===== config.mk =====
export PLATFORM = sky130hd
export DESIGN_NAME = alu_result_fifo
export DESIGN_NICKNAME = d
export VERILOG_FILES = /design/src/rtl/alu_result_fifo.sv
export SDC_FILE = /design/constraint.sdc
export NUM_CORES = 1
export LEC_CHECK = 0
export CAP_MARGIN = 10
export CORE_MARGIN = 2
export CORE_UTILIZATION = 28
export CTS_BUF_LIST = sky130_fd_sc_hd__clkbuf_8
export DETAILED_ROUTE_END_ITERATION = 12
export MAX_ROUTING_LAYER = met4
export PLACE_DENSITY = 0.5
export RECOVER_POWER = 50
export SKIP_CTS_REPAIR_TIMING = 1
export SYNTH_ARGS = -nofsm -noshare
export SYNTH_HDL_FRONTEND = slang
export SYNTH_SLANG_ARGS = --single-unit

===== constraint.sdc =====
create_clock -name clk -period 4.6 [get_ports clk]
set_clock_uncertainty 0.05 [all_clocks]
set_input_delay 0.69 -clock clk [delete_from_list [all_inputs] [get_ports clk]]
set_output_delay 0.69 -clock clk [all_outputs]
set_load 0.01 [all_outputs]

===== src/rtl/alu_result_fifo.sv =====
// alu_result_fifo: FWFT capture FIFO for ALU result tuples
// with saturating carry/zero stats and a sticky illegal-opcode flag.
module alu_result_fifo #(
  parameter int DATA_W  = 8,
  parameter int SEL_W   = 4,
  parameter int DEPTH   = 4,
  parameter int CNT_W   = 8,
  parameter int MAX_SEL = 11
) (
  input  logic                     clk,
  input  logic                     rst,
  input  logic                     in_valid,
  output logic                     in_ready,
  input  logic [SEL_W-1:0]         in_sel,
  input  logic [DATA_W-1:0]        in_result,
  input  logic                     in_carry,
  input  logic                     in_zero,
  output logic                     out_valid,
  input  logic                     out_ready,
  output logic [SEL_W-1:0]         out_sel,
  output logic [DATA_W-1:0]        out_result,
  output logic                     out_carry,
  output logic                     out_zero,
  output logic [$clog2(DEPTH):0]   count,
  output logic [CNT_W-1:0]         carry_cnt,
  output logic [CNT_W-1:0]         zero_cnt,
  output logic                     illegal_sel,
  input  logic                     clr_stats
);

  localparam int PTR_W = $clog2(DEPTH);
  localparam int CW    = PTR_W + 1;
  localparam int ENT_W = SEL_W + DATA_W + 2;

  logic [ENT_W-1:0]  mem [DEPTH];
  logic [PTR_W-1:0]  wr_ptr;
  logic [PTR_W-1:0]  rd_ptr;
  logic              push;
  logic              pop;
  logic [SEL_W-1:0]  head_sel;
  logic [DATA_W-1:0] head_result;
  logic              head_carry;
  logic              head_zero;
  logic              bad_sel;

  assign in_ready  = (count != CW'(DEPTH));
  assign out_valid = (count != '0);
  assign push      = in_valid & in_ready;
  assign pop       = out_valid & out_ready;
  assign bad_sel   = (in_sel > SEL_W'(MAX_SEL));

  assign {head_sel, head_result, head_carry, head_zero} = mem[rd_ptr];

  // Head entry falls through; outputs forced to zero when empty.
  always_comb begin
    out_sel    = '0;
    out_result = '0;
    out_carry  = 1'b0;
    out_zero   = 1'b0;
    if (out_valid) begin
      out_sel    = head_sel;
      out_result = head_result;
      out_carry  = head_carry;
      out_zero   = head_zero;
    end
  end

  // Storage write; contents are deliberately not reset.
  always_ff @(posedge clk) begin
    if (push)
      mem[wr_ptr] <= {in_sel, in_result, in_carry, in_zero};
  end

  // Pointers and occupancy.
  always_ff @(posedge clk or posedge rst) begin
    if (rst) begin
      wr_ptr <= '0;
      rd_ptr <= '0;
      count  <= '0;
    end else begin
      if (push)
        wr_ptr <= wr_ptr + 1'b1;
      if (pop)
        rd_ptr <= rd_ptr + 1'b1;
      if (push && !pop)
        count <= count + 1'b1;
      else if (pop && !push)
        count <= count - 1'b1;
    end
  end

  // Statistics; a clear drops the same-cycle push contribution.
  always_ff @(posedge clk or posedge rst) begin
    if (rst) begin
      carry_cnt   <= '0;
      zero_cnt    <= '0;
      illegal_sel <= 1'b0;
    end else if (clr_stats) begin
      carry_cnt   <= '0;
      zero_cnt    <= '0;
      illegal_sel <= 1'b0;
    end else if (push) begin
      if (in_carry && carry_cnt != '1)
        carry_cnt <= carry_cnt + 1'b1;
      if (in_zero && zero_cnt != '1)
        zero_cnt <= zero_cnt + 1'b1;
      if (bad_sel)
        illegal_sel <= 1'b1;
    end
  end

endmodule


==> results list, run 1 <==
- Detail Route met3 WL: 285 µm
- The tree built by TritonCTS fans out to 80 sinks.
- Ratio of final minimum period to clock period: 0.726
- Flop2flop setup slack: 2080 ps
- Unrepaired setup endpoints after global routing: no
- The initial utilization of the core area, before any placement, comes to 0.286.
- Count of final max-slew check failures: 0
- Yosys mapped a number of flops with a built-in enable equal to 56.
* Final hold vios: 0
* Cell leakage power: roughly 1.5 nW
* Transition time at the pin with the least slew margin: approximately 1000 ps
- Net switching fraction of the power: 0.298
- The share of total power dissipated in combinational logic is 0.329.
- Summing over every cut layer, the via total after detailed routing is a little under 2000.
- GRT Total Usage: 0.116
* Clk buf depth: 2
- Share of post-route cells with drive strength above 1: 0.125
- Synth-to-Final Area Change: 24.8%
- Floorplan Core Area: 0.0120 mm²
- The die is about 110 µm wide.
* DRT Pass-1 Iters: 4
- Part of the power in the clock network: 0.219
* Final nets: roughly 300
- In this design, the stage delay of the slowest critical-path cell is 1000 ps.
- Largest net degree at the start of global routing: 25
- Of all flip-flops after synthesis, the portion carrying an async set or reset was 0.300.
- The count of nets left with antenna violations once routing finished came out at 0.
- For this run, design rule violations remaining after detail routing come to 0.
- Uppermost layer routed: met4
- The first routing iteration left roughly 90 violations.
- Overall routed net length: 6830 µm
- Worst flop-to-flop path startpoint: count[1]$_DFFE_PP0P_
- Final setup violating endpoints: 0
- Run status: completed
- For this design the total switching power over the nets is about 0.69 mW.
- Sequential cell area fraction in the yosys report: 0.664
- Critical hold path startpoint: illegal_sel$_DFFE_PP0P_
- In the final routing, the length of wire on met1 measures 3280 µm.
- The top cell types in the final layout, fill and taps aside, are sky130_fd_sc_hd__edfxtp_1 (56), sky130_fd_sc_hd__clkdlybuf4s50_1 (34), sky130_fd_sc_hd__dfrtp_1 (24).
- Counting I/O delays and the setup requirement, the final critical path takes 3340 ps.
- The worst setup path is launched from a flip-flop.
- Across the VDD grid, the largest voltage drop is roughly 0.19 mV.
* Total CTS buffers: 9
* Summed instance area of the synthesized netlist: 0.00343 mm²
- Post-Synthesis Cells: ~220
- Mean instance size in the synthesized netlist: ~16 µm²
- Sum of net half-perimeters after detailed placement: around 4300 µm
- Clock transition at the registers of the reported paths: 80 ps
- Total congestion overflow after global routing: 0
* Die area: about 0.013 mm²
- When the netlist entered floorplanning its net count stood at 248.
* Power density over the cells: 537 mW/mm²
- Yosys Warn Count: 0
- Vias in the first global route: roughly 2100
- Global placement routability congestion: about 0.7
* Required arrival time at the worst endpoint: 3860 ps
* Part of the power in registers: 0.452
- Placement Rows: 40
- Wirelength per Cell: between 15 and 20 µm
- Root buffer cell: sky130_fd_sc_hd__clkbuf_8
- Input/output buffers: between 50 and 60
- Source-to-sink clock delay at the later pin of the worst-skew pair: roughly 350 ps
- Along the worst path, the maximum fanout reaches 16.
- Total negative slack for setup checks: 0 ps
* Via/cell ratio: 4.65
* Most common cell after layout, fill and taps aside: sky130_fd_sc_hd__edfxtp_1
* Prevailing post-synth register cell: sky130_fd_sc_hd__edfxtp_1
* Number of antenna violations at the first check in global routing: 0
- Measured on the finished design, the core utilization comes to 0.357.
* Critical path launch point: rd_ptr[0]$_DFFE_PP0P_
- The layout has between 1000 and 1500 filler cells.
- Antenna diodes: 0
* Wire length of the first global-routing pass: around 11000 µm
- The worst setup path is captured at a primary output.
- Worst Path Arrival: 2600 ps
* Number of H-tree levels: 3
- The worst pin sits at a relative slew slack of 0.337.
* Routed met2 length: ~3200 µm
* Worst min-delay path class: flip-flop to flip-flop
- CTS tree: done
- Floorplan die height: between 100 and 150 µm
* Achievable Freq: around 300 MHz
- Across the run, the number of max-cap violations was 0.
- The design draws roughly 2.3 mW.
* Worst slack on hold paths: approximately 440 ps
- Cell Chain, Critical Path: mux4_2 -> and2_1 -> clkdlybuf4s50_1
- The setup path with the least slack is of type flip-flop to primary output.
- Distinct cell type count of the synthesized netlist: 37
- The internal portion of the total power is between 1.5 and 2 mW.
- In this run, synthesis produced a sequential element count of 80.
- Count of boundary I/O pins: 55
- The largest individual stage delay along the critical path comes from the cell sky130_fd_sc_hd__dfrtp_1.
## routing by layer
| metal | track usage | vias to the layer above |
|---|---|---|
| li1 | - | 953 |
| met1 | 0.150 | 978 |
| met2 | 0.177 | 46 |
| met3 | 0.0311 | 9 |
| met4 | 0.0386 | 0 |
| met5 | - | - |
## state kept, by name (all words and copies together) (netlist names)
signal	flops
mem	56
carry_cnt	8
zero_cnt	8
count	3
rd_ptr	2
wr_ptr	2
illegal_sel	1
## path summary, 6_finish.rpt
| path | depth (start not counted) | end |
|---|---|---|
| hold / removal | 2 | illegal_sel$_DFFE_PP0P_ |
| min in group asynchronous | 2 | carry_cnt[5]$_DFFE_PP0P_ |
| max in group asynchronous | 2 | count[1]$_DFFE_PP0P_ |
| setup reg to reg | 8 | count[2]$_DFFE_PP0P_ |
| hold reg to reg | 2 | illegal_sel$_DFFE_PP0P_ |
| setup / recovery | 3 | out_zero |
## through the flow
stage / instance area, µm² / std cells / setup slack, ps
floorplan: 3430 / 221 / 2240
global placement: 4100 / 411 / 1560
detailed placement: 4100 / 411 / 1550
CTS: 4290 / 427 / 1150
global route: 4290 / 427 / 1030
finish: 4290 / 427 / 1260
## critical path, delay by kind of cell, from the launching register on
kind | cells | cell delay, ps
buffers and inverters | 1 | 470
DFF | 1 | 1000
muxes | 1 | 610
and+or+nand+nor | 1 | 170
## power groups by stage
stage	sequential (mW)	clock (mW)	combinational, mW
floorplan	0.987	0	0.492
global placement	1.06	0	0.772
detailed placement	1.06	0	0.777
CTS	1.05	0.522	0.780
global route	1.06	0.553	0.834
finish	1.04	0.503	0.758
## synth_stat cells, drive strengths merged (2+ instances only)
| cell type | instances | area, µm² |
|---|---|---|
| and4 | 4 | 40.0 |
| or3b | 2 | 17.5 |
| edfxtp | 56 | 1680 |
| clkbuf | 5 | 18.8 |
| o31ai | 4 | 30.0 |
| o21ai | 9 | 45.0 |
| ha | 7 | 87.6 |
| or3 | 8 | 52.6 |
| buf | 6 | 37.5 |
| and2 | 16 | 100 |
| a21oi | 12 | 60.1 |
| nand4 | 3 | 18.8 |
| dfrtp | 24 | 601 |
| mux2i | 2 | 20.0 |
| nor2 | 6 | 22.5 |
| nand2 | 7 | 26.3 |
| and3 | 5 | 32.5 |
| xor2 | 3 | 26.3 |
| xnor2 | 4 | 35.0 |
| or4 | 4 | 30.0 |
| nand3 | 7 | 35.0 |
| mux2 | 2 | 22.5 |
| mux4 | 14 | 315 |
| inv | 5 | 18.8 |
## cell families after synthesis
group,count (synthesis),share of synthesized area
AND/OR/NAND/NOR,65,0.115
buffers and inverters,16,0.0219
XOR/XNOR,7,0.0179
multiplexers,18,0.104
AO/OA/AOI/OAI,27,0.0455
flip-flops,80,0.664
adder cells (fa/ha/maj),8,0.0313
## cell type report
cell class / count / area, µm² / area share
Clock buffer: 9 / 124 / 0.0289
Clock inverter: 7 / 66.3 / 0.0155
Inverter: 5 / 18.8 / 0.00438
Multi-Input combinational cell: 125 / 1070 / 0.250
Sequential cell: 80 / 2280 / 0.532
Tap cell: 147 / 184 / 0.0429
Timing Repair Buffer: 54 / 541 / 0.126
Note: power is estimated with default switching activity, not from simulation.
==> inputs of run 2 (changes only) <==
==> constraint.sdc (replaced) <==
create_clock -name clk -period 3.43 [get_ports clk]
set_clock_uncertainty 0.05 [all_clocks]
set_input_delay 0.5145 -clock clk [delete_from_list [all_inputs] [get_ports clk]]
set_output_delay 0.5145 -clock clk [all_outputs]
set_load 0.01 [all_outputs]
==> results list, run 2 (synthesized netlist as in run 1, its figures left out) <==
- Run status: completed
* Number of buffers and inverters on the critical path: 2 (+1)
- The CTS H-tree depth came to 3 (unchanged).
* Count of non-filler cells in the finished layout: 428 (+0.23%)
* Worst min-delay path class: flip-flop to flip-flop
* Largest net degree at the start of global routing: 25 (unchanged)
- CTS tree: done
- The switching part of the total came to 0.299 (+0.000322).
- The latest clock arrival within the worst-skew pair was 360 ps (about the same).
* Max reg flops: 56 (unchanged)
- Switching pwr: 0.966 mW (+41%)
- The detailed placement HPWL came to 4490 µm (+3.3%).
* Via count: 2033 (+2.4%)
- The worst path in the final design needs a cycle of a little under 3000 ps, including I/O delays and setup.
- Internal Power: 2.27 mW (+40%)
* Antenna diodes: 0 (unchanged)
- Die area: 0.0132 mm² (unchanged)
- Of the available clock period, the critical path in the final layout requires 0.864.
- The leakage dissipation was 1.54 nW (+1.5%).
- The number of primary I/O pins is 55 (unchanged).
* Floorplan die height: 115 µm (unchanged)
* Clk buf depth: 2 (unchanged)
- The power density over the cells is 746 mW/mm² (+39%).
- The residual antenna-violating net count after detailed routing is 0 (unchanged).
- Part of the power in the clock network: 0.252 (+0.033)
- The clock sink count is 80 (unchanged).
- Overall routed net length: 6930 µm (+1.4%)
- Cell Chain, Critical Path: buf_4 -> mux4_2 -> and2_1 -> clkdlybuf4s50_1
* Wire length of the first global-routing pass: 11200 µm (+1.1%)
- Via/cell ratio: 4.75 (+2.1%)
- Placement Rows: 40 (unchanged)
* Final setup violating endpoints: 0 (unchanged)
- The final critical-path setup slack came to 466 ps (-794 ps).
* Worst Path Arrival: 2400 ps (-200 ps)
- The critical path is of the flip-flop to primary output type.
- The core utilization of the finished layout is 0.361 (+0.00406).
- Master of the slowest instance on the critical path: sky130_fd_sc_hd__dfrtp_1
- Relative to the synthesized area, the layout overhead comes to 26.2%.
- The final total negative setup slack is 0 ps (unchanged).
- Based on the critical path, the design can be clocked at up to 337 MHz.
* Number of maximum-capacitance constraint violations: 0 (unchanged)
- Final nets: 303 (+0.33%)
- Number of antenna violations at the first check in global routing: 0 (unchanged)
* Transition time at the pin with the least slew margin: 1000 ps (+6.56 ps)
- More flip-flops sit in one register than any other, and that register is mem.
* DRC Markers: 0 (unchanged)
- Worst ir drop on vdd: 0.251 mV (+33%)
- The chip width is 115 µm (unchanged).
- Clock transition at the registers of the reported paths: 90 ps (about the same)
- The largest stage delay on the critical path is 550 ps (-450 ps).
- Unrepaired setup endpoints after global routing: no
- The count of final max-slew check failures is 0 (unchanged).
* Initial drt markers: 115 (+26%)
* Wirelength per Cell: 16.2 µm (+1.2%)
- Part of the power in registers: 0.421 (-0.031)
* Floorplan Core Area: 0.0120 mm² (unchanged)
* Combinational group share of total power: 0.327 (-0.002)
- Worst Setup Start Kind: flip-flop
- Leaving out fill and tap cells, the most frequent cell in the layout is sky130_fd_sc_hd__edfxtp_1.
- Global placement routability congestion: 0.697 (-1.3%)
- GRT Total Usage: 0.116 (+0.000817)
* Category of the worst setup path capture point: primary output
- Initial core utilization: 0.286 (unchanged)
- Critical path peak fanout: 10 (-6)
- Leading cell types in the layout, fill and taps excluded: sky130_fd_sc_hd__edfxtp_1 (56), sky130_fd_sc_hd__clkdlybuf4s50_1 (33), sky130_fd_sc_hd__dfrtp_1 (24)
* Post-Place Cells: 412 (+0.24%)
- DRT Pass-1 Iters: 4 (unchanged)
* Largest registers: mem: 56 flops, carry_cnt: 8 flops, zero_cnt: 8 flops
- Final hold vios: 0 (unchanged)
- Total congestion overflow after global routing: 0 (unchanged)
* Vias in the first global route: 2019 (-2.1%)
- The normalized max-slew margin is 0.332 (-0.00505).
* Pre-CTS worst setup slack: 797 ps (-753 ps)
* Total CTS buffers: 9 (unchanged)
* Share of post-route cells with drive strength above 1: 0.139 (+0.0138)
* Root buffer cell: sky130_fd_sc_hd__clkbuf_8
- Broken down by cell family, the worst path's largest delay share belongs to buffers and inverters.
- The required arrival time at the worst endpoint was 2870 ps (-990 ps).
- Input/output buffers: 54 (unchanged)
## run 2: area by class of cell
type                            instances  area (µm²)
Clock buffer                            9         124
Clock inverter                          7         108
Fill cell                            1190        7680
Inverter                                5        18.8
Multi-Input combinational cell        125        1070
Sequential cell                        80        2280
Tap cell                              147         184
Timing Repair Buffer                   55         548
## run 2: final timing paths
kind | from | end | slack (ps) | cells past startpoint
max | rd_ptr[0]$_DFFE_PP0P_ | out_sel[3] | 470 | 4
min | count[2]$_DFFE_PP0P_ | count[2]$_DFFE_PP0P_ | 460 | 1
max reg2reg | count[1]$_DFFE_PP0P_ | count[2]$_DFFE_PP0P_ | 930 | 8
min reg2reg | count[2]$_DFFE_PP0P_ | count[2]$_DFFE_PP0P_ | 460 | 1
max in group asynchronous | rst | wr_ptr[1]$_DFFE_PP0P_ | 1950 | 2
min in group asynchronous | rst | carry_cnt[5]$_DFFE_PP0P_ | 760 | 2
## run 2: through the flow
stage                     hold WS [ps]  power, mW  cell area [µm²]
after floorplan                    477       1.98             3430
after global placement             474       2.47             4110
after detailed placement           459       2.48             4110
after CTS                          474       3.30             4340
after global routing               502       3.43             4340
final                              459       3.23             4340
## run 2: routing by layer
| layer | up-vias | GRT usage | share of wire |
|---|---|---|---|
| li1 | 964 | - | - |
| met1 | 1016 | 0.151 | 0.48 |
| met2 | 43 | 0.175 | 0.47 |
| met3 | 10 | 0.0380 | 0.039 |
| met4 | 0 | 0.0361 | 0.013 |
| met5 | - | - | 0 |
## run 2: power by group through the flow
stage | Sequential (mW) | Combinational [mW] | Clock [mW]
after global routing | 1.39 | 1.17 | 0.881
final | 1.36 | 1.06 | 0.815
after detailed placement | 1.39 | 1.09 | 0
after global placement | 1.39 | 1.08 | 0
after CTS | 1.37 | 1.09 | 0.835
after floorplan | 1.32 | 0.659 | 0
